File: config.mk
export PLATFORM = sky130hd
export DESIGN_NAME = cdc_ctrl_fsm_p
export DESIGN_NICKNAME = d
export VERILOG_FILES = /design/src/rtl/cdc_ctrl_pkg.sv /design/src/rtl/cdc_ctrl_fsm_p_sync.sv /design/src/rtl/cdc_ctrl_fsm_p.sv
export SDC_FILE = /design/constraint.sdc
export NUM_CORES = 1
export LEC_CHECK = 0
export CORE_MARGIN = 2
export CORE_UTILIZATION = 35
export CTS_BUF_LIST = sky130_fd_sc_hd__clkbuf_4 sky130_fd_sc_hd__clkbuf_8 sky130_fd_sc_hd__clkbuf_16
export CTS_CLUSTER_DIAMETER = 40
export DETAILED_ROUTE_END_ITERATION = 10
export PLACE_DENSITY = 0.74
export SLEW_MARGIN = 40
export SYNTH_ARGS = -nofsm -noshare
export SYNTH_HDL_FRONTEND = slang
export SYNTH_HIERARCHICAL = 1
export SYNTH_SLANG_ARGS = --single-unit
File: constraint.sdc
create_clock -name clk -period 4.1 [get_ports clk]
set_input_delay 0.82 -clock clk [delete_from_list [all_inputs] [get_ports clk]]
set_output_delay 0.82 -clock clk [all_outputs]
set_load 0.03 [all_outputs]
File: src/rtl/cdc_ctrl_pkg.sv
// Shared definitions for the CDC control FSM: state codes and index-width helper.
package cdc_ctrl_pkg;

   localparam int unsigned STATE_W = 3;

   localparam logic [STATE_W-1:0] S_IDLE     = 3'd0;
   localparam logic [STATE_W-1:0] S_WAIT     = 3'd1;
   localparam logic [STATE_W-1:0] S_READ     = 3'd2;
   localparam logic [STATE_W-1:0] S_LOAD     = 3'd3;
   localparam logic [STATE_W-1:0] S_ERROR    = 3'd4;
   localparam logic [STATE_W-1:0] S_INT_ACK  = 3'd5;
   localparam logic [STATE_W-1:0] S_INT_HOLD = 3'd6;

   // Bits needed to index n items, never less than one.
   function automatic int unsigned idx_w(input int unsigned n);
      return (n <= 2) ? 1 : $clog2(n);
   endfunction

endpackage

File: src/rtl/cdc_ctrl_fsm_p_sync.sv
// N-stage synchroniser with a one-cycle rising-edge pulse on the synchronised level.
module sync_edge_p #(
   parameter int unsigned SYNC_STAGES = 2
) (
   input  logic clk,
   input  logic rst_n,
   input  logic d,
   output logic q,
   output logic pulse_c
);

   logic [SYNC_STAGES-1:0] chain;
   logic                   q_d;

   // Shift the async level through the chain and keep a delayed copy for edge detection.
   always_ff @(posedge clk or negedge rst_n) begin
      if (!rst_n) begin
         chain <= '0;
         q_d   <= 1'b0;
      end else begin
         chain <= {chain[SYNC_STAGES-2:0], d};
         q_d   <= chain[SYNC_STAGES-1];
      end
   end

   assign q       = chain[SYNC_STAGES-1];
   assign pulse_c = q & ~q_d;

endmodule

File: src/rtl/cdc_ctrl_fsm_p.sv
// Control FSM: synchronised strobes, FIFO read/load sequencing, prioritised interrupts.
module cdc_ctrl_fsm_p
   import cdc_ctrl_pkg::*;
#(
   parameter int unsigned         DATA_W       = 32,
   parameter int unsigned         SYNC_STAGES  = 2,
   parameter int unsigned         NUM_INT      = 4,
   parameter int unsigned         CNT_W        = 3,
   parameter int unsigned         WAIT_COUNT   = 7,
   parameter int unsigned         INT_HOLD_CYC = 2,
   parameter logic [DATA_W-1:0]   MAGIC_IN     = DATA_W'(32'h1111),
   parameter logic [DATA_W-1:0]   MAGIC_OUT    = DATA_W'(32'h55AA)
) (
   input  logic                        clk,
   input  logic                        rst_n,
   input  logic                        ctrl_count,
   input  logic                        ctrl_step,
   input  logic                        error_sig,
   input  logic                        clear_err,
   input  logic [NUM_INT-1:0]          int_req,
   input  logic                        fifo_empty,
   input  logic [DATA_W-1:0]           fifo_data,
   output logic                        read_en,
   output logic [DATA_W-1:0]           data_out,
   output logic                        data_valid,
   output logic [CNT_W-1:0]            count_out,
   output logic [STATE_W-1:0]          state_out,
   output logic [idx_w(NUM_INT)-1:0]   i_code,
   output logic                        i_valid,
   output logic                        err_flag
);

   localparam int unsigned IDX_W  = idx_w(NUM_INT);
   localparam int unsigned HOLD_W = idx_w(INT_HOLD_CYC + 1);

   logic [SYNC_STAGES-1:0] rst_pipe;
   logic                   rst_sync_n;

   logic                   count_q, count_pulse_c;
   logic                   step_q, step_pulse_c;
   logic                   error_sync, error_pulse_c;
   logic [NUM_INT-1:0]     int_sync, int_pulse_c;
   logic                   int_any_c;
   logic [IDX_W-1:0]       low_code_c;

   logic [STATE_W-1:0]     state, state_nxt;
   logic [STATE_W-1:0]     ret_state, ret_nxt;
   logic [HOLD_W-1:0]      hold_cnt, hold_nxt;
   logic                   load_ph, load_ph_nxt;
   logic                   read_en_nxt, data_valid_nxt, i_valid_nxt, err_nxt;
   logic [DATA_W-1:0]      data_nxt;
   logic [IDX_W-1:0]       code_nxt;
   logic [CNT_W-1:0]       count_nxt;

   logic                   unused_sync;

   // Reset synchroniser: asserts asynchronously, releases SYNC_STAGES edges after rst_n.
   always_ff @(posedge clk or negedge rst_n) begin
      if (!rst_n) rst_pipe <= '0;
      else        rst_pipe <= {rst_pipe[SYNC_STAGES-2:0], 1'b1};
   end

   assign rst_sync_n = rst_pipe[SYNC_STAGES-1];

   sync_edge_p #(.SYNC_STAGES(SYNC_STAGES)) u_sync_count (
      .clk(clk), .rst_n(rst_sync_n), .d(ctrl_count), .q(count_q), .pulse_c(count_pulse_c));

   sync_edge_p #(.SYNC_STAGES(SYNC_STAGES)) u_sync_step (
      .clk(clk), .rst_n(rst_sync_n), .d(ctrl_step), .q(step_q), .pulse_c(step_pulse_c));

   sync_edge_p #(.SYNC_STAGES(SYNC_STAGES)) u_sync_error (
      .clk(clk), .rst_n(rst_sync_n), .d(error_sig), .q(error_sync), .pulse_c(error_pulse_c));

   for (genvar g = 0; g < NUM_INT; g++) begin : g_int
      sync_edge_p #(.SYNC_STAGES(SYNC_STAGES)) u_sync_int (
         .clk(clk), .rst_n(rst_sync_n), .d(int_req[g]), .q(int_sync[g]), .pulse_c(int_pulse_c[g]));
   end

   assign unused_sync = ^{count_q, step_q, error_pulse_c, int_pulse_c};
   assign int_any_c   = |int_sync;

   // Lowest-index active interrupt channel.
   always_comb begin
      low_code_c = '0;
      for (int i = NUM_INT - 1; i >= 0; i--) begin
         if (int_sync[i]) low_code_c = IDX_W'(i);
      end
   end

   // Next-state, counter and registered-output next values.
   always_comb begin
      state_nxt      = state;
      ret_nxt        = ret_state;
      hold_nxt       = hold_cnt;
      load_ph_nxt    = 1'b0;
      read_en_nxt    = 1'b0;
      data_valid_nxt = 1'b0;
      data_nxt       = data_out;
      code_nxt       = i_code;
      i_valid_nxt    = i_valid;
      count_nxt      = count_pulse_c ? count_out + 1'b1 : count_out;

      case (state)
         S_IDLE, S_WAIT, S_READ: begin
            if (int_any_c) begin
               state_nxt = S_INT_ACK;
               ret_nxt   = state;
            end else if (step_pulse_c) begin
               if (error_sync) begin
                  state_nxt = S_ERROR;
               end else if (state == S_IDLE) begin
                  state_nxt = S_WAIT;
               end else if (state == S_WAIT) begin
                  if (count_out >= CNT_W'(WAIT_COUNT)) begin
                     state_nxt = S_READ;
                     count_nxt = '0;
                  end
               end else if (!fifo_empty) begin
                  state_nxt   = S_LOAD;
                  read_en_nxt = 1'b1;
               end
            end
         end
         S_LOAD: begin
            if (!load_ph) begin
               load_ph_nxt = 1'b1;
            end else begin
               if (fifo_data == '0)            data_nxt = '1;
               else if (fifo_data == MAGIC_IN) data_nxt = MAGIC_OUT;
               else                            data_nxt = fifo_data;
               data_valid_nxt = 1'b1;
               if (int_any_c) begin
                  state_nxt = S_INT_ACK;
                  ret_nxt   = S_IDLE;
               end else begin
                  state_nxt = S_IDLE;
               end
            end
         end
         S_INT_ACK: begin
            code_nxt    = low_code_c;
            i_valid_nxt = 1'b1;
            hold_nxt    = '0;
            state_nxt   = S_INT_HOLD;
         end
         S_INT_HOLD: begin
            if (hold_cnt == HOLD_W'(INT_HOLD_CYC - 1)) begin
               i_valid_nxt = 1'b0;
               state_nxt   = ret_state;
            end else begin
               hold_nxt = hold_cnt + 1'b1;
            end
         end
         S_ERROR: begin
            if (clear_err) begin
               state_nxt = S_IDLE;
               count_nxt = '0;
            end
         end
         default: state_nxt = S_IDLE;
      endcase

      err_nxt = (state_nxt == S_ERROR);
   end

   // State and output registers.
   always_ff @(posedge clk or negedge rst_sync_n) begin
      if (!rst_sync_n) begin
         state      <= S_IDLE;
         ret_state  <= S_IDLE;
         hold_cnt   <= '0;
         load_ph    <= 1'b0;
         read_en    <= 1'b0;
         data_out   <= '0;
         data_valid <= 1'b0;
         count_out  <= '0;
         i_code     <= '0;
         i_valid    <= 1'b0;
         err_flag   <= 1'b0;
      end else begin
         state      <= state_nxt;
         ret_state  <= ret_nxt;
         hold_cnt   <= hold_nxt;
         load_ph    <= load_ph_nxt;
         read_en    <= read_en_nxt;
         data_out   <= data_nxt;
         data_valid <= data_valid_nxt;
         count_out  <= count_nxt;
         i_code     <= code_nxt;
         i_valid    <= i_valid_nxt;
         err_flag   <= err_nxt;
      end
   end

   assign state_out = state;

endmodule

After elaboration in Yosys (flattened, before gate mapping)
Index checks and enable logic that the tools add are counted.
{ "totals": {"input_bits": 43, "out_inout_bits": 44, "word_cells": 98, "ff_bits": 68} }
{ "classes": {"n_reduce_logical": 10, "mux": 46, "n_addsub": 2, "n_bitwise": 4, "eq_ne": 14, "magnitude_cmp": 1} }
{ "ops": {"columns": ["cell", "count"], "rows": [
  ["two-way mux 3 bit", 22],
  ["two-way mux 32 bit", 2],
  ["equality test 32 x 13 -> 1 bit (second input constant)", 1],
  ["logical NOT 32 bit", 1],
  ["case mux 3 bit (5 select lines)", 1],
  ["equality test 3 bit (second input constant)", 4],
  ["two-way mux 1 bit", 12],
  ["case mux 3 bit (2 select lines)", 2],
  ["two-way mux 2 bit", 5],
  ["inequality test 2 bit (second input constant)", 5],
  ["equality test 3 x 2 -> 1 bit (second input constant)", 2],
  ["AND reduction 2 bit", 3],
  ["case mux 2 bit (2 select lines)", 1],
  ["AND reduction 4 bit", 1],
  ["nonzero test 2 bit", 2],
  ["OR reduction 4 bit", 1],
  ["adder 3 x 1 -> 3 bit (second input constant)", 1],
  ["equality test 3 x 1 -> 1 bit (second input constant)", 1],
  ["greater-or-equal comparator 3 bit (second input constant)", 1],
  ["logical NOT 3 bit", 1],
  ["OR reduction 3 bit", 1],
  ["adder 2 x 1 -> 2 bit (second input constant)", 1],
  ["AND 1 bit", 2],
  ["equality test 2 x 1 -> 1 bit (second input constant)", 1],
  ["other kinds (2)", 3]
]} }

Depth between registers and ports, before layout
Gate-level depths: netlist (run 1).
{ "depth": {"ltp_word": 10, "depth_mapped": 6, "mapped_depth_nobuf": 6} }

By module
Netlist (run 1), hierarchy kept.
{ "modules_own_cells": {"columns": ["mod", "n_inst", "seq_area_each_um2", "cells_each", "area_each_um2"], "rows": [
  ["cdc_ctrl_fsm_p", 1, 1301.2, 199, 2336.0],
  ["sync_edge_p", 7, 75.1, 4, 88.8]
]} }

Worst setup path before layout (run 1)
OpenSTA, ideal clock, no wires.
{ "synth_timing": {"path_kind": "input port to flip-flop", "startpoint": "input port fifo_data[6]", "endpoint": "register data_out[0]", "arrival_ns": 1.944, "n_path_buf": 1, "cell_stages": 5, "setup_time_ns": 0.065, "required_time_ns": 4.035, "path_slack_ns": 2.091, "cell_sequence": "nor4_1 -> nand4_1 -> o21ai_2 -> buf_6 -> o22a_1"} }
{ "synth_via": {"elab_chain_len": 3, "word_cells_on_any_way": 4, "classes_between": "eq/ne: 1; mux: 2; reduce/logical: 1"} }
{ "synth_lines": {"columns": ["item", "line_no", "rtl"], "rows": [
  ["start: declaration", "cdc_ctrl_fsm_p.sv:22", "input logic [DATA_W-1:0] fifo_data,"],
  ["equality test 32 x 13 -> 1 bit", "cdc_ctrl_fsm_p.sv:129", "else if (fifo_data == MAGIC_IN) data_nxt = MAGIC_OUT;"],
  ["two-way mux 32 bit", "cdc_ctrl_fsm_p.sv:129", null],
  ["two-way mux 32 bit (*)", "cdc_ctrl_fsm_p.sv:128", "if (fifo_data == '0) data_nxt = '1;"],
  ["end signal: assignment", "cdc_ctrl_fsm_p.sv:186", "data_out <= data_nxt;"],
  ["end: declaration", "cdc_ctrl_fsm_p.sv:24", "output logic [DATA_W-1:0] data_out,"]
]} }
Every way passes the cells marked *; elsewhere a longest branch is shown, timed or not.
A chain may end at the register's enable or synchronous reset.

Worst setup path after layout (run 1)
{ "layout_timing": {"startpoint": "register state[2] (netlist: state_out[2])", "endpoint": "output port state_out[2]"} }
{ "layout_lines": {"columns": ["item", "line_no", "rtl"], "rows": [
  ["start: declaration", "cdc_ctrl_fsm_p.sv:46", "logic [STATE_W-1:0] state, state_nxt;"],
  ["start signal: assignment", "cdc_ctrl_fsm_p.sv:181", "state <= state_nxt;"],
  ["end: declaration", "cdc_ctrl_fsm_p.sv:27", "output logic [STATE_W-1:0] state_out,"]
]} }
No word-level cell between the ends.

==> results of run 1 <==
-- how the worst max path moves through the flow --
| stage | end | slack [ps] | depth (start not counted) |
|---|---|---|---|
| finish | state_out[2] | 1370 | 1 |
| global route | state_out[0] | 1270 | 1 |
| CTS | state_out[2] | 1340 | 1 |
| detailed placement | data_out[22] | 1260 | 6 |
| global placement | data_out[22] | 1350 | 6 |
| floorplan | count_out[0] | 2070 | 0 |
-- sequential cells by signal, indices dropped and copies added (netlist names), 3 cells and up --
signal                  count
data_out                   32
g_int.u_sync_int/chain      8
count_out                   3
ret_state                   3
state_out                   3
-- cell type report --
cell class	instances	area, sq um	area share (%)
clock inverter	2	35.0	0.895
tap	102	128	3.26
inverter	6	22.5	0.575
clock buffer	13	166	4.25
sequential	68	1710	43.6
timing repair buffer	89	883	22.6
multi-input combinational	132	975	24.9
-- per-layer routing --
layer  vias up  GRT usage (%)  wire length [um]
li1        998              -                 -
met1      1059           18.4              2650
met2        76           23.6              2840
met3         7           7.24               581
met4         0           5.15                63
met5         -              0                 0
-- through the flow --
step	total power (uW)	setup WS [ps]
after floorplan	1870	2070
after global routing	3110	1270
after detailed placement	2400	1260
after global placement	2370	1350
after CTS	2970	1340
final	2940	1370
-- power by group --
group	internal, uW	leakage (uW)	total (uW)	switching [uW]
clock network	324	0.000106	557	233
registers	886	0.000861	1100	215
logic	609	0.000672	1280	675
-- placed cells by master (no fill, tap or decap), types with 2 or more instances in the layout --
master / count
a21oi_1: 7
a22o_1: 4
buf_4: 3
clkbuf_4: 2
clkbuf_8: 11
clkdlybuf4s50_1: 86
dfrtp_1: 67
ha_1: 3
inv_1: 6
mux2i_1: 3
nand2_1: 9
nand3_1: 4
nand3b_1: 4
nand4_1: 3
nor2_1: 9
nor2b_1: 4
nor2b_4: 2
nor3b_1: 2
nor4_1: 8
o21a_1: 3
o21ai_0: 9
o22a_1: 32
o22ai_1: 3
o31ai_1: 2
==> metrics, run 1 <==
Total Die Area 8620 sq um; launching instance or port of the critical path state_out[2]; Setup TNS 0 ps; count of input and output buffers 86; maximum frequency from static timing analysis 366 MHz; PD cells 751 nW/um^2; clock edge transition at the registers on the reported setup and hold paths 70 ps; slowest CP cell clkdlybuf4s50_1; ant diodes 0; Leak 0.00164 uW; Worst-Skew Late Latency approximately 330 ps; unrepaired setup endpoints after global routing no; fill cell total of the finished layout around 700; final hold violation count 0; sum of overflow across all layers after global routing 0; remaining number of nets flagged by the antenna check after routing 0; top cell family by delay on the critical path buffers and inverters; number of buffers added by the clock tree synthesis step 9; placed inst area 3710 sq um; Hold Path Class reg2async; Clock Tree Root clkbuf_8; largest voltage drop on the vdd net 0.375 mV; cell area after layout 3920 sq um; ordered list of cells on the worst path clkdlybuf4s50_1; number of antenna violations at the first check in global routing 0; worst r2r path cells 5; Clock Tree Buf Depth 2; vias per inst 5.19; initial drt markers 80; number of pins with negative max-slew slack in the final report 0; pin count of the biggest net entering global routing 35; data arrival time of the critical path approximately 1900 ps; end of the worst register-to-register path data_out[22]; non-filler instance count after layout between 400 and 500; synthesized area divided by synthesized cell count about 13 sq um; sink count of the clock tree a little under 70; buffers inserted by post-CTS timing repair 0; post-synthesis cell count 217; Worst EP required 3280 ps; delay of the slowest cell on the worst path approximately 800 ps; CTS tree done; CP Buf/Inv Count 1; area of the mapped netlist 2760 sq um; DR vias 2140; synth-to-layout area growth 41.6%; # rows 32; post-DP HPWL 4.50 mm; YS warnings 6; maxcap violations 0; drt wl/cell 14.9 um; final setup violating endpoints 0; CTS H-Tree Depth 3; Post-Route Skew 9.43 ps; detailed-router iteration count before antenna repair 6; Worst R2R Start state_out[0]; result of the run completed; starting utilization of the core area 36.0%; worst reg2reg setup slack around 1700 ps; element type at the critical path end output pin; transition time at the pin with the least slew margin around 660 ps; Slew Limit Headroom 55.9%; number of placed I/O pins 87; number of gates given a new drive strength after cts 0; DRC violation count after routing 0; fraction of layout instances using a drive strength above 1 9.35%; Hold Worst Slack 273 ps; startpoint-to-endpoint class of the critical path reg2out; total instance count after detailed placement 397; vertical die dimension 92.9 um; post-layout min period around 2700 ps; number of nets produced by synthesis 263; CP Launch Type flop; final routed wirelength across all metal layers 6.14 mm; vias in the first global route 2166; layout net count 352; ratio of final minimum period to clock period around 67%; global-route wire length before repair slightly above 10 mm; Global Route Usage Sum 15.1%; cts-stage hold buffer count 0; core utilization of the finished layout 50.9%; placeable core region 7690 sq um; final RePlAce weighted congestion 0.842; Die Span X 92.9 um; Crit Path Max Fanout 21
No activity file was read; power rests on OpenSTA's default activity.
==> inputs of run 2 (changes only) <==
--- a/config.mk
+++ b/config.mk
@@ -10,7 +10,7 @@
 export CTS_BUF_LIST = sky130_fd_sc_hd__clkbuf_4 sky130_fd_sc_hd__clkbuf_8 sky130_fd_sc_hd__clkbuf_16
 export CTS_CLUSTER_DIAMETER = 40
 export DETAILED_ROUTE_END_ITERATION = 10
-export PLACE_DENSITY = 0.74
+export PLACE_DENSITY = 0.77
 export SLEW_MARGIN = 40
 export SYNTH_ARGS = -nofsm -noshare
 export SYNTH_HDL_FRONTEND = slang
==> constraint.sdc (replaced) <==
create_clock -name clk -period 2.25 [get_ports clk]
set_input_delay 0.45 -clock clk [delete_from_list [all_inputs] [get_ports clk]]
set_output_delay 0.45 -clock clk [all_outputs]
set_load 0.03 [all_outputs]
==> run 2 against run 1 <==
Net effect:
- core utilization up 1.5 points
- power rose by 87%
- non-clock buffer count rose by 9
- critical endpoint is now state_out[0]
- via count shrank 0.61%
==> metrics, run 2 (synthesis results as in run 1) <==
Die Span X 92.9 um; maxcap violations 0; final setup violating endpoints 0; unrepaired setup endpoints after global routing no; maximum frequency from static timing analysis 471 MHz; Clock Tree Buf Depth 2; global-route wire length before repair 10.1 mm; count of input and output buffers 86; drt wl/cell approximately 14 um; top cell family by delay on the critical path buffers and inverters; worst reg2reg setup slack ~330 ps; final hold violation count 0; starting utilization of the core area 36.0%; Post-Route Skew 7.99 ps; vias in the first global route between 2000 and 2500; non-filler instance count after layout 422; Leak 0.00170 uW; PD cells 1360 nW/um^2; clock edge transition at the registers on the reported setup and hold paths about 70 ps; buffers inserted by post-CTS timing repair 0; sequential cell area 1700 sq um; ant diodes 0; post-DP HPWL around 4.3 mm; sum of overflow across all layers after global routing 0; power consumption 5500 uW; Setup TNS 0 ps; delay of the slowest cell on the worst path 750 ps; Total Die Area roughly 8600 sq um; DRC violation count after routing 0; layout net count around 360; number of buffers added by the clock tree synthesis step 9; total area of multi-input combinational cells 975 sq um; vertical die dimension 92.9 um; vias per inst ~5.0; result of the run completed; fraction of layout instances using a drive strength above 1 12.2%; Hold Path Class in2async; commonest cells after routing, fill and taps aside clkdlybuf4s50_1, dfrtp_1, o22a_1; data arrival time of the critical path 1670 ps; detailed-router iteration count before antenna repair 4; Global Route Usage Sum between 10% and 20%; pin count of the biggest net entering global routing 67; Worst-Skew Late Latency between 300 and 400 ps; Crit Path Max Fanout 14; sink count of the clock tree a little under 70; remaining number of nets flagged by the antenna check after routing 0; placeable core region 7690 sq um; ratio of final minimum period to clock period between 90 and 100%; final RePlAce weighted congestion 0.789; number of placed I/O pins between 80 and 90; Clock Tree Root clkbuf_8; CTS H-Tree Depth 3; CP Buf/Inv Count 1; Worst EP required ~1800 ps; synth-to-layout area growth 45.8%; post-layout min period ~2100 ps; CTS tree done; final routed wirelength across all metal layers 5.97 mm; number of antenna violations at the first check in global routing 0; startpoint-to-endpoint class of the critical path reg2out; most common cell after layout, fill and taps aside clkdlybuf4s50_1; DR vias 2127; register with the most flip-flops data_out; number of gates given a new drive strength after cts 0; max reg flops 32; # rows 32; element type at the critical path end output pin; fill cell total of the finished layout 691; initial drt markers 50; biggest regs data_out: 32 flops, g_int.u_sync_int/chain: 8 flops; ordered list of cells on the worst path clkdlybuf4s50_1; total instance count after detailed placement just over 400; cts-stage hold buffer count 0; largest voltage drop on the vdd net between 0.7 and 0.8 mV; slowest CP cell clkdlybuf4s50_1; core utilization of the finished layout 52.4%; CP Launch Type flop; number of pins with negative max-slew slack in the final report 0
-- run 2: per-layer routing --
metal  GRT usage, %  vias up  part of all wire, %
met5              0        -                    0
met3           6.18       11                  9.8
met1           19.3     1026                   44
li1               -     1011                    -
met2           21.6       79                   44
met4           7.35        0                  1.9
-- run 2: worst paths after layout --
check,start,to,cells past startpoint
min,rst_n,rst_pipe[1],1
min in group clk,u_sync_step/chain[0],u_sync_step/chain[1],0
max in group asynchronous,rst_pipe[1],data_out[23],1
min reg2reg,rst_pipe[1],err_flag,1
max,state_out[0],state_out[0],1
max reg2reg,state_out[0],data_out[4],5
-- run 2: through the flow --
step | setup WS (ps) | instance area, sq um | hold WS (ps)
floorplan | 216 | 2760 | 154
global route | 5.38 | 4030 | 257
finish | 127 | 4030 | 269
global placement | 150 | 3800 | 290
detailed placement | 110 | 3800 | 297
CTS | 117 | 4030 | 258
-- run 2: power breakdown --
part	switching, uW	internal [uW]
logic	1320	1150
registers	293	1610
clock network	439	678
-- run 2: area by class of cell --
type | count | share of cell area (%)
clock buffer | 12 | 3.79
tap | 102 | 3.17
multi-input combinational | 132 | 24.2
timing repair buffer | 98 | 24.2
sequential | 68 | 42.3
clock inverter | 4 | 1.80
inverter | 6 | 0.559
-- run 2: worst register-to-register path: stages, from the launching register on --
cell and delay [ps]:
dfrtp_1 590, nand2_1 200, nor3b_4 490, o21ai_2 160, buf_12 190, o22a_1 180
